**src/rtl/mem_pkg.sv**
```systemverilog
// mem_pkg: bus command codes, responder FSM states and default MMIO addresses
package mem_pkg;
  localparam logic [1:0] MNONE = 2'b00;
  localparam logic [1:0] MREAD = 2'b01;
  localparam logic [1:0] MWRITE = 2'b10;
  localparam logic [1:0] MILLEGAL = 2'b11;
  localparam logic [8:0] DEF_LED_ADDR = 9'h100;
  localparam logic [8:0] DEF_SW_ADDR = 9'h140;
  typedef enum logic [1:0] {IDLE, BUSY, DONE} state_t;
endpackage

```
**src/rtl/sync_2ff.sv**
```systemverilog
// sync_2ff: two-flop synchronizer for asynchronous board inputs, cleared by rst
module sync_2ff #(
  parameter int W = 8
) (
  input  logic         clk,
  input  logic         rst,
  input  logic [W-1:0] d,
  output logic [W-1:0] q
);
  logic [W-1:0] s1_q, s1_d, s2_q, s2_d;
  // shift the raw input through two stages
  always_comb begin
    s1_d = rst ? '0 : d;
    s2_d = rst ? '0 : s1_q;
  end
  // stage registers
  always_ff @(posedge clk) begin
    s1_q <= s1_d;
    s2_q <= s2_d;
  end
  assign q = s2_q;
endmodule

```
**src/rtl/mem_responder.sv**
```systemverilog
// mem_responder: RAM + MMIO (LED/switch) bus responder with wait states; MMIO decode enabled by MEM_MMIO_EN
module mem_responder
  import mem_pkg::*;
#(
  parameter int ADDR_W = 9,
  parameter int DATA_W = 16,
  parameter int RAM_DEPTH = 256,
  parameter int WAIT_STATES = 1,
  parameter logic [ADDR_W-1:0] LED_ADDR = ADDR_W'(DEF_LED_ADDR),
  parameter logic [ADDR_W-1:0] SW_ADDR = ADDR_W'(DEF_SW_ADDR)
) (
  input  logic              clk,
  input  logic              rst,
  input  logic [1:0]        mem_cmd,
  input  logic [ADDR_W-1:0] mem_addr,
  input  logic [DATA_W-1:0] write_data,
  output logic [DATA_W-1:0] read_data,
  output logic              mem_ready,
  input  logic [7:0]        sw,
  output logic [7:0]        led,
  output logic              err
);
  localparam int RAM_AW = $clog2(RAM_DEPTH);
  localparam logic [ADDR_W:0] RAM_LIM = (ADDR_W+1)'(RAM_DEPTH);
  state_t state_q, state_d;
  logic [3:0] cnt_q, cnt_d;
  logic [1:0] cmd_q, cmd_d;
  logic [ADDR_W-1:0] addr_q, addr_d;
  logic [DATA_W-1:0] wdata_q, wdata_d, rdata_q, rdata_d;
  logic ready_q, ready_d, err_q, err_d;
  logic [7:0] led_q, led_d, sw_sync;
  logic [DATA_W-1:0] ram_q [RAM_DEPTH];
  logic in_ram, is_led, is_sw, start, ram_we;
`ifdef MEM_MMIO_EN
  sync_2ff #(.W(8)) u_sw_sync (.clk(clk), .rst(rst), .d(sw), .q(sw_sync));
  assign is_led = addr_q == LED_ADDR;
  assign is_sw = addr_q == SW_ADDR;
`else
  logic [7:0] unused_sw;
  assign unused_sw = sw;
  assign sw_sync = '0;
  assign is_led = 1'b0;
  assign is_sw = 1'b0;
`endif
  assign in_ram = {1'b0, addr_q} < RAM_LIM;
  assign start = state_q == IDLE && (mem_cmd == MREAD || mem_cmd == MWRITE);
  assign ram_we = !rst && state_q == DONE && cmd_q == MWRITE && in_ram;
  // next-state: latch in IDLE, count down in BUSY, complete the access in DONE
  always_comb begin
    state_d = state_q;
    cnt_d = cnt_q;
    cmd_d = cmd_q;
    addr_d = addr_q;
    wdata_d = wdata_q;
    rdata_d = rdata_q;
    ready_d = 1'b0;
    err_d = err_q;
    led_d = led_q;
    if (start) begin
      state_d = WAIT_STATES == 0 ? DONE : BUSY;
      cnt_d = 4'(WAIT_STATES);
      cmd_d = mem_cmd;
      addr_d = mem_addr;
      wdata_d = write_data;
    end else if (state_q == IDLE) begin
      err_d = err_q | (mem_cmd == MILLEGAL);
    end else if (state_q == BUSY) begin
      cnt_d = cnt_q - 4'd1;
      state_d = cnt_q == 4'd1 ? DONE : BUSY;
    end else begin
      state_d = IDLE;
      ready_d = 1'b1;
      rdata_d = cmd_q != MREAD ? rdata_q :
                in_ram ? ram_q[addr_q[RAM_AW-1:0]] :
                is_led ? DATA_W'(led_q) :
                is_sw ? DATA_W'(sw_sync) : '0;
      led_d = (cmd_q == MWRITE && !in_ram && is_led) ? wdata_q[7:0] : led_q;
      err_d = err_q | !(in_ram || is_led || is_sw);
    end
    if (rst) begin
      state_d = IDLE;
      cnt_d = '0;
      rdata_d = '0;
      ready_d = 1'b0;
      err_d = 1'b0;
      led_d = '0;
    end
  end
  // control and output registers
  always_ff @(posedge clk) begin
    state_q <= state_d;
    cnt_q <= cnt_d;
    cmd_q <= cmd_d;
    addr_q <= addr_d;
    wdata_q <= wdata_d;
    rdata_q <= rdata_d;
    ready_q <= ready_d;
    err_q <= err_d;
    led_q <= led_d;
  end
  // RAM write port, committed only in DONE
  always_ff @(posedge clk) begin
    if (ram_we) ram_q[addr_q[RAM_AW-1:0]] <= wdata_q;
  end
  assign read_data = rdata_q;
  assign mem_ready = ready_q;
  assign led = led_q;
  assign err = err_q;
endmodule
```
**config.mk**
```make
export PLATFORM = sky130hd
export DESIGN_NAME = mem_responder
export DESIGN_NICKNAME = d
export VERILOG_FILES = /design/src/rtl/mem_pkg.sv /design/src/rtl/sync_2ff.sv /design/src/rtl/mem_responder.sv
export SDC_FILE = /design/constraint.sdc
export NUM_CORES = 2
export LEC_CHECK = 0
export ABC_CLOCK_PERIOD_IN_PS = 6500
export CORE_MARGIN = 2
export CORE_UTILIZATION = 29
export DETAILED_ROUTE_END_ITERATION = 10
export HOLD_SLACK_MARGIN = 0.12
export PLACE_DENSITY_LB_ADDON = 0.25
export SLEW_MARGIN = 20
export SYNTH_ARGS = -nofsm -noshare
export SYNTH_HDL_FRONTEND = slang
export SYNTH_SLANG_ARGS = --single-unit
```
**constraint.sdc**
```tcl
create_clock -name clk -period 6.5 [get_ports clk]
set_input_delay 0.975 -clock clk [delete_from_list [all_inputs] [get_ports clk]]
set_output_delay 0.975 -clock clk [all_outputs]
set_load 0.005 [all_outputs]
```
**After elaboration in Yosys (flattened, before gate mapping)**

Memory sizes are Yosys's and may differ from the RTL's. A register that Yosys moved wholly into a read port is not among the register bits.
Index checks and enable logic that the tools add are counted.

- Bits in writable memories: 4096
- Input bits: 37
- Output and inout port bits: 26
- Register bits after elaboration: 51
- Memories kept: 1
- Logic and storage cells: 58

- $lt $le $gt $ge: 1
- Bitwise operators: 6
- Mux-type cells: 14
- Equality and inequality tests: 10
- Reductions and logical operators: 15
- Add/subtract/negate cells: 1

Memory list:

| memory | depth | width | read ports | clocked after memory_dff | wr ports | RTL line | RTL |
|---|---|---|---|---|---|---|---|
| ram_q | 256 | 16 | 1 | 1 | 1 | mem_responder.sv:32 | `logic [DATA_W-1:0] ram_q [RAM_DEPTH];` |

Operator list:

| kind | count |
|---|---|
| two-way mux 16 bit | 1 |
| two-way mux 1 bit | 10 |
| less-than comparator 9 bit, second input constant | 1 |
| equality test 2 bit, second input constant | 4 |
| two-way mux 8 bit | 1 |
| AND reduction 2 bit | 3 |
| equality test 2 x 1 -> 1 bit, second input constant | 2 |
| equality test 4 x 1 -> 1 bit, second input constant | 1 |
| logical AND 1 bit | 4 |
| two-way mux 2 bit | 2 |
| != test 2 bit, second input constant | 2 |
| inverter 1 bit | 4 |
| AND reduction 4 bit | 1 |
| subtractor 4 x 1 -> 4 bit, second input constant | 1 |
| OR reduction 3 bit | 1 |
| logical NOT 1 bit | 2 |
| logical NOT 2 bit | 1 |
| != test 2 x 1 -> 1 bit, second input constant | 1 |
| OR 1 bit | 2 |
| nonzero test 2 bit | 1 |
| OR reduction 2 bit | 1 |
| logical OR 1 bit | 1 |

**Depth between registers and ports, before layout**

- Depth in word-level cells: 6
- Gate-level depth with buffers: 13
- Gate-level depth less buffers: 7

**Worst setup path before layout**

OpenSTA, ideal clock, no wires.

- Path kind: register to register
- Start point: reg wdata_q[0]
- End point: mem ram_q[0][0], data pin
- Arrival: 3228 ps
- Buffers on the path: 0
- Stages on the path, launching flop included: 1
- Data required time: 5683 ps
- Library setup time: 817 ps
- Period minus slack after synthesis: 4046 ps
- Setup slack: 2454 ps
- Path through: edfxtp_1

RTL lines:

| what | RTL line | RTL |
|---|---|---|
| start, declared | mem_responder.sv:29 | `logic [DATA_W-1:0] wdata_q, wdata_d, rdata_q, rdata_d;` |
| start signal, assigned | mem_responder.sv:95 | `wdata_q <= wdata_d;` |
| end, declared | mem_responder.sv:32 |  |

No word-level cell before the write port.

==> metrics.cfg <==
[status]
outcome = completed

[place]
dp_slack_ns = 1.39
io_buffers = 46
dpl.hpwl_um = 298000
place_congestion = 0.830

[route]
drt_iter0_markers = 9238
wl_per_cell_um = 30.8
firstDrtPassIters = 5
vias = 80800
drt_wl_total_um = 489000
viasPerCell = 5.09
drc_errors = 0
antenna_left = 0

[floorplanning]
die-width_um = 750
initial_core_util_pct = 29.1
io_pins = 63
die-height_um = 750
rows = 273
die_area_mm2 = 0.562
core_area_mm2 = 0.554

[clocking]
cts_sinks = 4155
cts.repair.resized = 0
htree_levels = 5
cts_buffers = 439
hold_buffers = 0
clock_path_buffers = 4
path_clk_slew_ns = 0.06
cts-root-buf = clkbuf_16
cts_tree = done
insertion_delay_ns = 1.03
post_cts_buffers = 0

[setup_path]
startpoint_type = flip-flop
cp_max_fo = 89
worst-endpoint-required_ns = 7.34
path_buf_inv = 1
worstPathCellList = buf_12 > mux4_1 > mux2_2 > a2111oi_0 > or4_1 > a221oi_2 > o211ai_1 > a32oi_1
cpPeakStageDelay_ns = 0.97
slowest_stage = dfxtp_4
arrival_ns = 5.58
path_delay_family = compound AO/OA/AOI/OAI gates
path_class = flip-flop to flip-flop
end_kind = flip-flop

[synth]
syn_inst = 7513
synth_enable_flop_cells = 4123
synth_seq_cells = 4155
synth.avg_cell_area_um2 = 21.5
netlist_area_mm2 = 0.161
yosysMostFrequentCell = edfxtp_1
synth_common_cells = 4123 x edfxtp_1, 734 x mux4_2, 440 x mux2i_1
synthArstFlopShare_pct = 0
synth_top_area_cell = edfxtp_1
synthTopCellsByArea = edfxtp_1 77%, mux4_2 10%, mux2i_1 2.7%, mux4_1 1.9%, nor2_1 0.80%
synth_top_area_share_pct = 76.7
synth_ff_type = edfxtp_1
ys_types = 91
yosysWarnings = 0
ys_seq_area_share_pct = 77.1

[sta]
finalCriticalPeriod_ns = 4.74
hold_viol_final = 0
hold_ws_ns = 0.483
worst_pin_slew_ns = 1.21
tns_ns = 0
rsz0062_at_grt = no
relSlewSlack_pct = 18.0
drv_slew = 0
layout_setup_ws_ns = 1.76
fin_crit_sh_pct = 72.9
setup_viol = 0
skew_ns = 0.0783
timing.fmax_mhz = 211

[layout]
areaGrowthSynthToFinish_pct = 15.5
nets = 8104
drive_above_1_share_pct = 24.6
seq_area_mm2 = 0.124
multiInputGateArea_mm2 = 0.0339
num-fill-cells = 51800

[global_routing]
antenna_found_initial = 33
grt-ovfl-total = 0
grt_max_degree = 165
grt_pass1_wl_um = 671000
grt_usage_pct = 16.9
grt_pass1_vias = 81400

[pwr]
powerDensity_mw_per_mm2 = 334
power.leakage_nw = 58.2
ir_drop_uv = 220

[min_path]
hold_class = flip-flop to flip-flop

[flow_run]
maxCapViolCount = 0

[layout by cell type (no fill, tap or decap), drive strengths merged, types with 26 or more instances in the layout]
master         instances
bufinv                26
clkbuf               535
mux2                  32
a31oi                 28
a211oi                62
o221ai                92
and2                  30
nor2                 345
clkdlybuf4s50         46
buf                  506
o21ai                 76
mux4                 848
nand2                240
nand3                 48
a22oi                 90
edfxtp              4123
a21oi                119
dfxtp                 32
o22ai                 88
mux2i                440
clkinv               229
nor3                  47
a221oi                40
[tightest hold or removal path, delay by kind of cell (launching register included)]
family,cells,cell delay (ns)
compound gates,1,0.05
flops,1,0.33
simple gates,1,0.06
[worst paths after layout]
kind / from / to / slack, ns / cells past startpoint
min: read_data[14]$_SDFFE_PP0P_ / read_data[14]$_SDFFE_PP0P_ / 0.48 / 2
max reg2reg: flip-flop / read_data[6]$_SDFFE_PP0P_ / 1.76 / 8
max: flip-flop / read_data[6]$_SDFFE_PP0P_ / 1.76 / 8
min reg2reg: read_data[14]$_SDFFE_PP0P_ / read_data[14]$_SDFFE_PP0P_ / 0.48 / 2
[sequential cells by signal (all words and copies together) (netlist names), named ones only]
register,count
addr_q,9
cmd_q,2
cnt_q,4
err,1
mem_ready,1
ram_q,4096
read_data,16
state_q,2
wdata_q,16
[per-stage QoR]
stage	utilization, %	power, mW	instances	cell area [um2]
after floorplan	-	35.4	7520	161000
after global placement	31.2	38.6	15000	172000
after detailed placement	31.2	38.6	15000	173000
after CTS	33.7	62.8	15900	186000
after global routing	33.7	64.0	15900	186000
final	33.7	62.2	15900	186000
[layer usage]
layer	global-route usage (%)	up-vias	routed length, um
met5	0	-	55
met4	4.86	8	14600
met3	2.80	598	34900
met2	27.1	3158	231000
met1	23.7	44200	209000
li1	-	32800	-
[area by class of cell]
type | instances | share of cell area, %
Antenna cell | 20 | 0.0268
Clock buffer | 535 | 6.12
Clock inverter | 278 | 1.28
Inverter | 9 | 0.0221
Multi-Input combinational cell | 2906 | 18.2
Sequential cell | 4155 | 66.8
Tap cell | 7425 | 4.98
Timing Repair Buffer | 553 | 2.60
[cells by family (layout without fill, tap and decap cells)]
family / after synthesis / after routing / share of synthesized area (%)
compound gates: 739 / 739 / 3.28
xor+xnor: 3 / 3 / 0.0163
fa+ha+maj: 3 / 3 / 0.0233
buf+inv: 459 / 1375 / 2.22
flops: 4155 / 4155 / 77.1
mux: 1320 / 1320 / 15.1
other cells: 1 / 28 / 0.00232
simple gates: 833 / 833 / 2.30
[power breakdown]
part | internal, mW | switching (mW)
combinational | 2.57 | 5.32
clock | 13.6 | 10.7
sequential | 29.9 | 0.177
total | 46.0 | 16.2
Note: power is estimated with default switching activity, not from simulation.
